## src/rtl/sr_latch_ctrl.sv

```systemverilog
// Sequencer and round-robin arbiter for a bank of gated SR latches with active-low clear.
// Drives S/R/Enable/Clear with a setup -> pulse -> hold sequence and tracks expected contents.
module sr_latch_ctrl #(
  parameter int unsigned WIDTH   = 8,
  parameter int unsigned PULSE_W = 2
) (
  input  logic             clk,
  input  logic             rst,
  input  logic             a_valid,
  input  logic [1:0]       a_op,
  input  logic [WIDTH-1:0] a_mask,
  output logic             a_ready,
  input  logic             b_valid,
  input  logic [1:0]       b_op,
  input  logic [WIDTH-1:0] b_mask,
  output logic             b_ready,
  output logic [WIDTH-1:0] s_out,
  output logic [WIDTH-1:0] r_out,
  output logic             en_out,
  output logic             clr_n_out,
  output logic             busy,
  output logic             done,
  output logic [WIDTH-1:0] shadow_q
);

  if (PULSE_W == 0) begin : g_pulse_w_check
    $error("sr_latch_ctrl: PULSE_W must be at least 1");
  end

  localparam logic [1:0] OpNop   = 2'b00;
  localparam logic [1:0] OpSet   = 2'b01;
  localparam logic [1:0] OpReset = 2'b10;
  localparam logic [1:0] OpClear = 2'b11;

  localparam int unsigned  CntW    = (PULSE_W > 1) ? $clog2(PULSE_W) : 1;
  localparam logic [CntW-1:0] CntLoad = CntW'(PULSE_W - 1);

  typedef enum logic [2:0] {StIdle, StSetup, StPulse, StClrp, StHold} state_e;

  state_e            state_q, state_d;
  logic [CntW-1:0]   cnt_q, cnt_d;
  logic [1:0]        op_q, op_d;
  logic [WIDTH-1:0]  mask_q, mask_d;
  logic              last_b_q, last_b_d;
  logic              init_q;
  logic              idle_ok, grant_a, grant_b, xfer_a, xfer_b;
  logic [WIDTH-1:0]  s_d, r_d, shadow_d;
  logic              en_d, clr_n_d, busy_d, done_d;

  // No grant in the first cycle after reset release while the bank clear is lifted.
  assign idle_ok = (state_q == StIdle) && !init_q;
  assign grant_a = a_valid && (!b_valid || last_b_q);
  assign grant_b = b_valid && (!a_valid || !last_b_q);
  assign a_ready = idle_ok && grant_a;
  assign b_ready = idle_ok && grant_b;
  assign xfer_a  = a_valid && a_ready;
  assign xfer_b  = b_valid && b_ready;

  // State register
  always_ff @(posedge clk or posedge rst) begin
    if (rst) begin
      state_q <= StIdle;
    end else begin
      state_q <= state_d;
    end
  end

  // Next-state logic
  always_comb begin
    state_d  = state_q;
    cnt_d    = cnt_q;
    op_d     = op_q;
    mask_d   = mask_q;
    last_b_d = last_b_q;
    unique case (state_q)
      StIdle: begin
        if (xfer_a || xfer_b) begin
          op_d     = xfer_a ? a_op : b_op;
          mask_d   = xfer_a ? a_mask : b_mask;
          last_b_d = xfer_b;
          case (op_d)
            OpSet, OpReset: state_d = StSetup;
            OpClear: begin
              state_d = StClrp;
              cnt_d   = CntLoad;
            end
            default: state_d = StIdle;
          endcase
        end
      end
      StSetup: begin
        state_d = StPulse;
        cnt_d   = CntLoad;
      end
      StPulse, StClrp: begin
        if (cnt_q == '0) begin
          state_d = StHold;
        end else begin
          cnt_d = cnt_q - 1'b1;
        end
      end
      StHold:  state_d = StIdle;
      default: state_d = StIdle;
    endcase
  end

  // Output logic: next values of the registered outputs
  always_comb begin
    s_d      = '0;
    r_d      = '0;
    shadow_d = shadow_q;
    if (state_d inside {StSetup, StPulse, StHold}) begin
      if (op_d == OpSet) begin
        s_d = mask_d;
      end else if (op_d == OpReset) begin
        r_d = mask_d;
      end
    end
    en_d    = (state_d == StPulse);
    clr_n_d = (state_d != StClrp);
    busy_d  = (state_d != StIdle);
    done_d  = (state_d == StHold);
    if (state_d == StHold && state_q != StHold) begin
      case (op_q)
        OpSet:   shadow_d = shadow_q | mask_q;
        OpReset: shadow_d = shadow_q & ~mask_q;
        OpClear: shadow_d = '0;
        default: shadow_d = shadow_q;
      endcase
    end
  end

  always_ff @(posedge clk or posedge rst) begin
    if (rst) begin
      cnt_q     <= '0;
      op_q      <= OpNop;
      mask_q    <= '0;
      last_b_q  <= 1'b1;
      init_q    <= 1'b1;
      s_out     <= '0;
      r_out     <= '0;
      en_out    <= 1'b0;
      clr_n_out <= 1'b0;
      busy      <= 1'b0;
      done      <= 1'b0;
      shadow_q  <= '0;
    end else begin
      cnt_q     <= cnt_d;
      op_q      <= op_d;
      mask_q    <= mask_d;
      last_b_q  <= last_b_d;
      init_q    <= 1'b0;
      s_out     <= s_d;
      r_out     <= r_d;
      en_out    <= en_d;
      clr_n_out <= clr_n_d;
      busy      <= busy_d;
      done      <= done_d;
      shadow_q  <= shadow_d;
    end
  end

endmodule

```

## config.mk

```make
export PLATFORM = sky130hd
export DESIGN_NAME = sr_latch_ctrl
export DESIGN_NICKNAME = d
export VERILOG_FILES = /design/src/rtl/sr_latch_ctrl.sv
export SDC_FILE = /design/constraint.sdc
export NUM_CORES = 1
export LEC_CHECK = 0
export ABC_AREA = 1
export BUFFER_PORTS_ARGS = -buffer_cell sky130_fd_sc_hd__buf_2
export CORE_UTILIZATION = 45
export CTS_CLUSTER_DIAMETER = 120
export DETAILED_ROUTE_END_ITERATION = 10
export HOLD_SLACK_MARGIN = 0.06
export PLACE_DENSITY_LB_ADDON = 0.08
export SYNTH_ARGS = -nofsm -noshare
export SYNTH_HDL_FRONTEND = slang
export SYNTH_SLANG_ARGS = --single-unit
```

## constraint.sdc

```tcl
create_clock -name clk -period 4.7 [get_ports clk]
set_clock_uncertainty 0.2 [all_clocks]
set_input_delay 1.41 -clock clk [delete_from_list [all_inputs] [get_ports clk]]
set_output_delay 1.41 -clock clk [all_outputs]
set_load 0.02 [all_outputs]
```

==> results of run 1 <==
-- registers in the layout, indices dropped and copies added (netlist names) --
name / flops
r_out: 8
op_q: 2
done: 1
busy: 1
last_b_q: 1
init_q: 1
cnt_q: 1
s_out: 8
state_q: 3
shadow_q: 8
mask_q: 8
clr_n_out: 1
en_out: 1
-- cells in the mapped netlist --
cell / number / share of area [%]
buf_6: 3 / 1.7
nor2_1: 29 / 5.5
a31oi_1: 6 / 1.9
clkinv_1: 1 / 0.19
a21oi_2: 1 / 0.44
dfstp_2: 2 / 2.7
conb_1: 1 / 0.19
nor2_2: 13 / 4.1
nand3_4: 1 / 0.88
nor2_4: 2 / 1.1
nand2_4: 1 / 0.57
o21ai_2: 2 / 0.88
o22ai_1: 1 / 0.32
o21bai_2: 2 / 1.1
a21oi_1: 9 / 2.3
inv_1: 24 / 4.5
nor3_1: 8 / 2.0
o21ai_0: 9 / 2.3
nand3_1: 16 / 4.0
nand3_2: 2 / 1.0
nand2_1: 27 / 5.1
nand2_2: 3 / 0.95
o21ai_1: 1 / 0.25
inv_2: 4 / 0.76
a31oi_2: 2 / 1.3
clkbuf_1: 2 / 0.38
buf_2: 2 / 0.51
dfrtp_1: 42 / 53
-- worst max-delay path, cell delays in order --
cell and delay [ns]:
buf_2 0.11, nand2_1 0.05, nand2_1 0.25, nor2_2 0.20
buf_2 0.18
-- power groups by stage --
stage	combinational, uW	clock (uW)	sequential (uW)
finish	817	223	636
global route	914	251	662
CTS	823	232	638
detailed placement	818	0	642
global placement	817	0	640
floorplan	512	0	755
-- layer usage --
metal | GRT usage, % | wire (microns) | vias up
li1 | - | - | 800
met3 | 6.83 | 157 | 2
met4 | 6.25 | 25 | 0
met2 | 30.3 | 1910 | 36
met5 | 0 | 0 | -
met1 | 25.9 | 1870 | 694
-- cells by family (layout without fill, tap and decap cells) --
group | count (synthesis) | count (layout)
flops | 44 | 44
compound gates | 33 | 33
buf+inv | 36 | 93
simple gates | 102 | 102
other cells | 1 | 1
-- metrics by stage --
| step | std cells | worst slack [ns] |
|---|---|---|
| after CTS | 323 | 0.888 |
| after detailed placement | 315 | 0.889 |
| after floorplan | 216 | 1.18 |
| after global routing | 323 | 0.773 |
| final | 323 | 0.892 |
| after global placement | 315 | 0.909 |
-- layout make-up --
cell class              count  area [sq um]
inverters                  29           109
well taps                  50          62.6
clock inverters             1          5.00
multi-input cells         136           718
repair buffers             56           288
clock buffers               7          76.3
fillers                   388          1750
flip-flops and latches     44          1100
-- final timing paths --
kind	startpoint	to	slack, ns	cells past startpoint
min in group asynchronous	rst	shadow_q[0]$_DFFE_PP0P_	1.03	3
hold reg to reg	cnt_q$_DFFE_PP0P_	done$_DFF_PP0_	0.26	1
hold / removal	cnt_q$_DFFE_PP0P_	done$_DFF_PP0_	0.26	1
setup reg to reg	last_b_q$_DFFE_PP1P_	r_out[1]$_DFF_PP0_	2.27	10
setup / recovery	b_valid	a_ready	0.89	5
max in group asynchronous	rst	last_b_q$_DFFE_PP1P_	2.88	3
==> impl_results.md, run 1 <==
- Maximum ir drop on the vdd rail: 0.000362 V
- Post-CTS setup-driven buffer insertion count: 0
- Share of the clock period used by the worst path after layout: 81.0%
- Syn. warnings: 0
- Final instance area: 2360 sq um
- Most frequent standard cell in the layout excluding fill and tap cells: buf_2
- Portion of the post-synthesis area used by sequential elements: 55.7%
- Register clock-pin slew on the reported worst setup and hold paths: 0.07 ns
- Worst setup SP type: input pin
- Achievable Freq: 263 MHz
- Final core occ: 57.4%
- Number of nets in the layout: 296
- Clock power share: 13.3%
- Area share of xor/xnor cells in the synthesized design: 0%
- Switch share: 46.2%
- Critical path class: in2out
- Synth Cell Area: 1980 sq um
- Number of max-slew violations in the final report: 0
- Most frequent cells in the layout: buf_2 (53), dfrtp_1 (42), nor2_1 (29), nand2_1 (27), inv_1 (23)
- Die Height: 68.4 microns
- Vias per cell: 4.74
- GRT Residual Overflow: 0
- Global router's overall resource usage: 19.7%
- Aggregate negative setup slack: 0 ns
- Die Outline Area: 4670 sq um
- Sort of element at the end of the critical path: output port
- Routed wirelength normalized by instance count: 12.3 microns
- Lkg Pwr: 0.00119 uW
- Mapped Nets: 240
- Setup repair after global routing missed its margin: no
- Number of ports placed on the die boundary: 54
- Hold Vio Cnt, Final: 0
- Switching power summed over all nets: 775 uW
- Sequential group share of total power: 38.0%
- Last weighted congestion value of the routability-driven placer: 0.927
- Endpoint arrival time on the critical path: 2.20 ns
- Final-layout worst hold slack: 0.257 ns
- Post-synthesis to final-layout area growth: 19.2%
- Cell Pwr Density: 709 nW/um^2
- Fraction of synthesized area in multiplexers: 0%
- Maximum clock insertion buffer count: 2
- Maximum fanout along the worst path: 12
- Pin count of the biggest net entering global routing: 45
- Fraction of power consumed by combinational cells: 48.8%
- Syn Inst Count: 216
- Cell row count: 23
- Shortest period the worst path allows: 3.81 ns
- Share of synthesized cell area in and, or, nand and nor gates: 25.3%
- Worst hold-check path type: reg2reg
- Outcome: finished clean
- Slew at the pin closest to its max-slew limit: 0.562 ns
- Clock root cell: clkbuf_8
- CP Data Required Time: 3.09 ns
- Buffers on Ports: 53
- Detailed placer's ending HPWL: 2850 microns
- Total of hold buffers inserted after clock tree synthesis: 0
- Count of distinct cell types in the synthesized netlist: 28
- Share of the synthesized area in compound gates (AO/OA/AOI/OAI): 10.7%
- Sink Count: 44
- Total inserted antenna cells: 0
- Placement-stage cell area: 2280 sq um
- Syn Area/Cell: 9.18 sq um
- Cts bufs inserted: 5
- Vias after detailed routing: 1532
- Power Internal: 901 uW
- Adder and majority cell fraction of the synthesized area: 0%
- DRT iter0 DRCs: 73
- Core region area: 4120 sq um
- CTS tree: yes
- Number of H-tree levels: 2
- CTS-repair resized insts: 0
- First-pass GRT wire length: 6470 microns
- Setup violations, final: 0
- Initial antenna violation count: 0
- Number of synthesized register bits: 44
- Width of the die: 68.4 microns
- Slew Limit Headroom: 62.3%
- Total power consumption of the routed design: 1680 uW
- Worst-skew pair later-pin latency: 0.29 ns
- Via count of the first global-routing pass: 1389
- Share of post-route cells with drive strength above 1: 35.5%
- Antenna violation net count after detailed routing: 0
- 1st-pass router iterations: 4
- Total Wirelength: 3960 microns
- Remaining DRCs: 0
- Starting Density: 48.2%
- Number of violations of the max-capacitance limit: 0
- Dominant combinational cell family by area after synthesis: simple AND/OR/NAND/NOR gates
No activity file was read; power rests on OpenSTA's default activity.
==> inputs of run 2 (changes only) <==
clock period = 3.6 ns   (was 4.7 ns; I/O delays follow)
==> run 2 against run 1 <==
Compared with the run above:
- setup slack got worse by 0.19 ns
- hold slack improved by 0.014 ns
- via count grew 3.0%
- combinational power is 31% higher
- register-to-register slack got worse by 0.91 ns
- core utilization increased by 0.64 points
- die area did not move
- routed wire length is 2.2% higher
- power increased by 32%
- first-iteration DRC count shrank 63%
- clock-buffer cell count is 1 lower
==> impl_results.md, run 2 (same netlist as run 1, synthesis figures left out) <==
- CP Data Required Time: 2.32 ns (-0.77 ns)
- Width of the die: 68.4 microns (unchanged)
- Series of cell instances along the critical path: buf_2 -> nand2_1 -> nand2_1 -> nor2_1 -> buf_2
- Cts bufs inserted: 5 (unchanged)
- Number of max-slew violations in the final report: 0 (unchanged)
- CTS tree: yes
- Post-Place Worst Slack: 0.690 ns (-0.199 ns)
- Maximum fanout along the worst path: 3 (-9)
- Starting Density: 48.2% (unchanged)
- Sort of element at the end of the critical path: output port
- Routed wirelength normalized by instance count: 12.5 microns (+1.6%)
- Number of standard cells in the layout, taps in and fillers out: 325 (+0.62%)
- Endpoint arrival time on the critical path: 1.62 ns (-0.58 ns)
- Outcome: finished clean
- GR Util met2: 32.2% (+2.0 points)
- Maximum clock insertion buffer count: 2 (unchanged)
- Buffers on Ports: 53 (unchanged)
- DRT iter0 DRCs: 27 (-63%)
- Last weighted congestion value of the routability-driven placer: 0.946 (+2.0%)
- Global-route track usage on met3: 6.50% (-0.33 points)
- Clock root cell: clkbuf_8
- Shortest period the worst path allows: 2.90 ns
- Detailed placer's ending HPWL: 3110 microns (+9.0%)
- Share of the clock period used by the worst path after layout: 80.6%
- Number of violations of the max-capacitance limit: 0 (unchanged)
- Total of hold buffers inserted after clock tree synthesis: 0 (unchanged)
- Achievable Freq: 345 MHz
- Register clock-pin slew on the reported worst setup and hold paths: 0.08 ns (about the same)
- 1st-pass router iterations: 4 (unchanged)
- Number of ports placed on the die boundary: 54 (unchanged)
- Most frequent standard cell in the layout excluding fill and tap cells: buf_2
- Slowest-stage cell, CP: buf_2
- Most used routing layer in global routing: met2
- Pin count of the biggest net entering global routing: 23 (-49%)
- Post-CTS setup-driven buffer insertion count: 0 (unchanged)
- Cell Pwr Density: 929 nW/um^2 (+31%)
- Worst-skew pair later-pin latency: 0.29 ns (about the same)
- Vias after detailed routing: 1578 (+3.0%)
- Core region area: 4120 sq um (unchanged)
- Sink Count: 44 (unchanged)
- Final worst slack: 0.699 ns (-0.193 ns)
- Met1 layer usage reported by global route: 24.2% (-1.7 points)
- Family with the most delay on the worst path: buffers and inverters
- Worst setup SP type: input pin
- First-pass GRT wire length: 6620 microns (+2.5%)
- Initial antenna violation count: 0 (unchanged)
- Final core occ: 58.0% (+0.64 points)
- Remaining DRCs: 0 (unchanged)
- GRT Residual Overflow: 0 (unchanged)
- Critical path class: in2out
- Antenna violation net count after detailed routing: 0 (unchanged)
- Number of nets in the layout: 298 (+0.68%)
- Number of H-tree levels: 2 (unchanged)
- Setup violations, final: 0 (unchanged)
- Slew Limit Headroom: 50.1% (-12 points)
- Worst hold-check path type: reg2reg
- Maximum ir drop on the vdd rail: 0.000425 V (+18%)
- Slew at the pin closest to its max-slew limit: 0.743 ns (+0.181 ns)
- Share of post-route cells with drive strength above 1: 36.7% (+1.2 points)
- CTS-repair resized insts: 0 (unchanged)
- Via count of the first global-routing pass: 1474 (+6.1%)
- Most frequent cells in the layout: buf_2 (53), dfrtp_1 (42), nor2_1 (29), nand2_1 (27), inv_1 (23)
- Number of placed cells counting well taps: 317 (+0.63%)
- Die Height: 68.4 microns (unchanged)
- Die Outline Area: 4670 sq um (unchanged)
- Lkg Pwr: 0.00121 uW (+1.5%)
- Cell row count: 23 (unchanged)
- Total inserted antenna cells: 0 (unchanged)
- Post-synthesis to final-layout area growth: 20.5%
- Total Wirelength: 4050 microns (+2.2%)
- Buf+Inv Stages, Crit Path: 2 (unchanged)
- Hold Vio Cnt, Final: 0 (unchanged)
- Aggregate negative setup slack: 0 ns (unchanged)
- Setup repair after global routing missed its margin: no
- Global router's overall resource usage: 20.1% (+0.37 points)
- Max incr delay on CP: 0.17 ns (-0.08 ns)
- Vias per cell: 4.86 (+2.4%)
-- run 2: changes by cell type in the layout (fill, tap and decap cells not counted), sizes merged --
cell	previous run	this run
buf	56	58
clkbuf	7	6
clkinv	3	4
-- run 2: layout make-up --
cell class | instances | area, sq um
clock buffers | 6 | 82.6
flip-flops and latches | 44 | 1100
clock inverters | 2 | 10.0
well taps | 50 | 62.6
fillers | 390 | 1730
inverters | 29 | 109
repair buffers | 58 | 303
multi-input cells | 136 | 718
-- run 2: power by group --
part / switching, uW / leakage (uW) / internal, uW
combinational: 744 / 0.000613 / 330
clock: 165 / 0.0000510 / 153
sequential: 114 / 0.000542 / 713
-- run 2: routing by layer --
layer  wire, microns  vias to the layer above
met5               0                        -
met4              72                        0
met3             201                        8
met2            1940                       44
met1            1840                      722
li1                -                      804
-- run 2: worst paths after layout --
check	startpoint	slack [ns]	to	cells past startpoint
min	cnt_q$_DFFE_PP0P_	0.27	done$_DFF_PP0_	1
max in group asynchronous	rst	1.94	last_b_q$_DFFE_PP1P_	3
max reg2reg	last_b_q$_DFFE_PP1P_	1.36	r_out[3]$_DFF_PP0_	10
max	a_valid	0.70	b_ready	5
min in group asynchronous	rst	0.61	shadow_q[1]$_DFFE_PP0P_	2
min reg2reg	cnt_q$_DFFE_PP0P_	0.27	done$_DFF_PP0_	1
-- run 2: metrics by stage --
step           hold slack, ns  power [uW]  area, sq um
4_1_cts                 0.280        2240         2390
3_5_place_dp            0.268        1920         2300
5_1_grt                 0.305        2420         2390
3_3_place_gp            0.245        1920         2300
6_report                0.270        2220         2390
2_1_floorplan           0.224        1650         1980
